<file path="config.mk">
export PLATFORM = sky130hd
export DESIGN_NAME = bcd_display_scanner
export DESIGN_NICKNAME = d
export VERILOG_FILES = /design/src/rtl/bcd_display_scanner.sv
export SDC_FILE = /design/constraint.sdc
export NUM_CORES = 1
export LEC_CHECK = 0
export CAP_MARGIN = 20
export CORE_MARGIN = 2
export CORE_UTILIZATION = 63
export CTS_CLUSTER_SIZE = 40
export DETAILED_ROUTE_END_ITERATION = 10
export PLACE_DENSITY = 0.95
export SLEW_MARGIN = 20
export SYNTH_ARGS = -nofsm -noshare
export SYNTH_HDL_FRONTEND = slang
export SYNTH_SLANG_ARGS = --single-unit
</file>
<file path="constraint.sdc">
create_clock -name clk -period 6.2 [get_ports clk]
set_input_delay 1.24 -clock clk [delete_from_list [all_inputs] [get_ports clk]]
set_output_delay 1.24 -clock clk [all_outputs]
set_load 0.05 [all_outputs]
</file>
<file path="src/rtl/bcd_display_scanner.sv">
// rtl/bcd_display_scanner.sv - binary to BCD double-dabble converter with 4-digit multiplexed scan
module bcd_display_scanner #(
    parameter int VALUE_W     = 14,
    parameter int REFRESH_DIV = 50000,
    parameter bit BLANK_LZ    = 1'b1
) (
    input  logic               clk,
    input  logic               rst,
    input  logic [VALUE_W-1:0] value_in,
    input  logic               value_valid,
    output logic               busy,
    output logic               overflow,
    output logic [3:0]         selected_digit_data,
    output logic [3:0]         anode
);

    localparam int CW = (VALUE_W > 1) ? $clog2(VALUE_W) : 1;
    localparam int PW = (REFRESH_DIV > 1) ? $clog2(REFRESH_DIV) : 1;
    localparam logic [CW-1:0] LAST_ITER = CW'(VALUE_W - 1);
    localparam logic [PW-1:0] LAST_PRE  = PW'(REFRESH_DIV - 1);
    localparam logic [31:0]   MAX_BCD   = 32'd9999;

    typedef enum logic [1:0] {IDLE, SHIFT, COMMIT} state_t;

    state_t             r_state;
    logic [VALUE_W-1:0] r_bin;
    logic [15:0]        r_bcd;
    logic [15:0]        r_display;
    logic [CW-1:0]      r_iter;
    logic [PW-1:0]      r_pre;
    logic [1:0]         r_idx;

    logic [15:0]        w_adj;
    logic               w_sat;
    logic [VALUE_W-1:0] w_load;
    logic [3:0]         w_digit;
    logic [3:0]         w_blank;

    for (genvar k = 0; k < 4; k++) begin : g_add3
        assign w_adj[k*4 +: 4] = (r_bcd[k*4 +: 4] >= 4'd5) ? r_bcd[k*4 +: 4] + 4'd3
                                                           : r_bcd[k*4 +: 4];
    end

    assign w_sat  = 32'(value_in) > MAX_BCD;
    assign w_load = w_sat ? VALUE_W'(MAX_BCD) : value_in;

    always_ff @(posedge clk or posedge rst) begin
        if (rst) begin
            r_state   <= IDLE;
            busy      <= 1'b0;
            overflow  <= 1'b0;
            r_bin     <= '0;
            r_bcd     <= '0;
            r_iter    <= '0;
            r_display <= '0;
        end else begin
            case (r_state)
                IDLE: begin
                    if (value_valid) begin
                        r_bin    <= w_load;
                        r_bcd    <= '0;
                        overflow <= w_sat;
                        r_iter   <= '0;
                        busy     <= 1'b1;
                        r_state  <= SHIFT;
                    end
                end
                SHIFT: begin
                    {r_bcd, r_bin} <= {w_adj, r_bin} << 1;
                    r_iter         <= r_iter + CW'(1);
                    if (r_iter == LAST_ITER) begin
                        r_state <= COMMIT;
                    end
                end
                COMMIT: begin
                    // Only place the shown value changes, so the scan never sees a partial result
                    r_display <= r_bcd;
                    busy      <= 1'b0;
                    r_state   <= IDLE;
                end
                default: r_state <= IDLE;
            endcase
        end
    end

    assign w_digit    = r_display[{r_idx, 2'b00} +: 4];
    assign w_blank[0] = 1'b0;
    assign w_blank[3] = BLANK_LZ && (r_display[15:12] == 4'd0);
    assign w_blank[2] = w_blank[3] && (r_display[11:8] == 4'd0);
    assign w_blank[1] = w_blank[2] && (r_display[7:4] == 4'd0);

    always_ff @(posedge clk or posedge rst) begin
        if (rst) begin
            r_pre               <= '0;
            r_idx               <= 2'd0;
            selected_digit_data <= 4'd0;
            anode               <= 4'b1111;
        end else begin
            if (r_pre == LAST_PRE) begin
                r_pre <= '0;
                r_idx <= r_idx + 2'd1;
            end else begin
                r_pre <= r_pre + PW'(1);
            end
            selected_digit_data <= w_digit;
            anode               <= w_blank[r_idx] ? 4'b1111 : ~(4'b0001 << r_idx);
        end
    end

endmodule
</file>
==> impl_metrics.ini <==
[cells_and_area]
fin_cells = 447
antennaDiodeCount = 0
final_common_cell = dfrtp_1
fill_cells = 414
layout_common_cells = dfrtp_1, nand2_1, o21ai_0
fin_area_sq_mm = 0.00421
drive_gt1_frac = 0.129
seq_area_sq_mm = 0.00201
multi_input_area_sq_mm = 0.00160
nets = 399
syn_to_final_growth_pct = 12.8

[global_route]
antenna_found_initial = 0
overflow = 0
grtUsageTotal = 0.244
grt_pass1_vias = 2684
grt_max_degree = 81
grt_pass1_wl_um = 12200

[synthesis]
ys.flop_type = dfrtp_1
synth_edf_count = 0
synth_cell_types = 45
synth_top_cell_by_area = dfrtp_1
yosysWarnings = 0
syn_nets = 374
synth-seq-cells = 80
async_flop_share = 1.00
netlist_instances = 342
synthesis.area_sq_mm = 0.00373
yosysSeqAreaShare = 0.538
synth.area.top_cells = dfrtp_1, ha_1, o21ai_0, mux2_2, nand3_1
synth_area_per_cell_sq_um = 10.9
synth_top_cell_area_share = 0.509

[place]
gp_congestion = 0.806
place_ws_ns = 3.03
place_hpwl_um = 4860
post_dp_cell_area_sq_mm = 0.00404
dp_cells = 431
port_buffers = 26

[hold_path]
min_from = r_bin[10]
min_path_type = reg -> reg
hold_depth = 2

[detailed_routing]
first_pass_iters = 4
drc_errors = 0
dr.first_iter.drc_count = 127
via_count = 2674
via_per_inst = 5.98
routed_wl_um = 7170
wl_per_cell_um = 16.0
final_antenna_net_count = 0

[die]
io_pins = 27
dieArea_sq_mm = 0.00656
num_rows = 28
coreArea_sq_mm = 0.00582
fp.dieH_um = 81.0
start_util = 0.642
die_w_um = 81.0

[sta]
hold_viol_final = 0
period_minus_slack_ns = 2.91
rsz0062_at_grt = false
clock.fmax_ghz = 0.344
setup_viol = 0
fin_tns_setup_ns = 0
setup_ws_ns = 3.29
finClkSkew_ns = 0.0102
maxSlewHeadroom = 0.341
worst_pin_slew_ns = 0.989
slew_violations = 0
fin_crit_sh = 0.469

[cts]
numCtsBuffers = 9
ctsRootBufferMaster = clkbuf_8
clock_path_buffers = 2
cts_sinks = 80
clk_latency_ns = 0.35
clk_pin_slew_ns = 0.08
post_cts_resize_count = 0
cts_tree = built
h-tree-depth = 3
hold_buffers = 0
cts_setup_buffers = 0

[setup_path]
slowest_delay_ns = 0.79
cp_num_buf_inv = 1
cp-startpoint = anode[1]
timing.rr.start = r_state[1]
cp_max_fo = 1
critPathArrivalTime_ns = 1.67
crit_required_ns = 4.96
worstRegToRegCells = 4
crit_family = buffers and inverters
crit_type = reg -> out
cp-end-kind = output port
cp_slowest_cell = clkdlybuf4s50_1
startpoint_type = flip-flop
critical_path.cell_chain = clkdlybuf4s50_1
cp_num_cells = 1

[pwr]
vdd.ir_drop.worst_mv = 0.349
power.leakage_nw = 1.92
power_mw = 1.75
power_density_mw_per_mm2 = 415

[run_status]
status = complete, no violations

[run]
max_cap_viol_count = 0
-- registers in the layout (all words and copies together) (netlist names) --
name	flops
busy	1
overflow	1
r_bin	14
anode	4
r_idx	2
r_pre	16
r_iter	4
r_bcd	16
r_display	16
selected_digit_data	4
r_state	2
-- tightest hold or removal path, cell delays in order (launching register included) --
cell	delay, ns
dfrtp_1	0.35
nand2_1	0.05
nand2_1	0.05
-- path summary, 6_finish.rpt --
path	endpoint	slack, ns
max in group asynchronous	r_bcd[8]	4.05
min reg2reg	r_bin[11]	0.47
min in group asynchronous	selected_digit_data[1]	1.51
max	anode[1]	3.29
max reg2reg	r_bcd[3]	4.30
min	r_bin[11]	0.47
-- per-layer routing --
metal / vias to the layer above / share of wire / global-route usage
met5: - / 0 / 0
met4: 0 / 0.028 / 0.100
met3: 17 / 0.033 / 0.0567
met2: 56 / 0.50 / 0.408
met1: 1338 / 0.44 / 0.307
li1: 1263 / - / -
-- area by class of cell --
type,instances,area share
multi-input cells,230,0.379
repair buffers,29,0.0671
well taps,75,0.0223
inverters,17,0.0152
clock inverters,4,0.00535
flip-flops and latches,80,0.477
clock buffers,12,0.0345
-- power breakdown --
group	internal, mW	switching (mW)	total, mW	leakage (nW)
logic	0.272	0.332	0.604	0.807
registers	0.681	0.129	0.810	1.02
clock network	0.154	0.178	0.332	0.0861
total	1.11	0.640	1.75	1.92
-- per-stage QoR --
step,util,hold slack [ns]
after floorplan,-,0.439
after global placement,0.695,0.457
after detailed placement,0.695,0.476
after CTS,0.724,0.481
after global routing,0.724,0.500
final,0.724,0.470
-- cell usage after synthesis (5+ instances only) --
library cell,n
xor2_1,7
nor2_1,15
nand3_1,26
a22oi_1,8
dfrtp_1,76
o31ai_1,7
mux2_2,13
nand2_1,34
clkbuf_1,9
inv_1,17
nand4_1,5
a21oi_1,10
nand2b_1,5
o21ai_0,30
xnor2_1,10
ha_1,15
-- cell families (layout without fill, tap and decap cells) --
family / count (synthesis) / after routing / share of synthesized area
AOI/OAI and AO/OA: 69 / 69 / 0.116
xor gates and xnor gates: 17 / 17 / 0.0399
and+or+nand+nor: 112 / 112 / 0.157
buffers and inverters: 32 / 62 / 0.0355
DFF: 80 / 80 / 0.538
muxes: 17 / 17 / 0.0633
adders and majority gates: 15 / 15 / 0.0503
No activity file was read; power rests on OpenSTA's default activity.
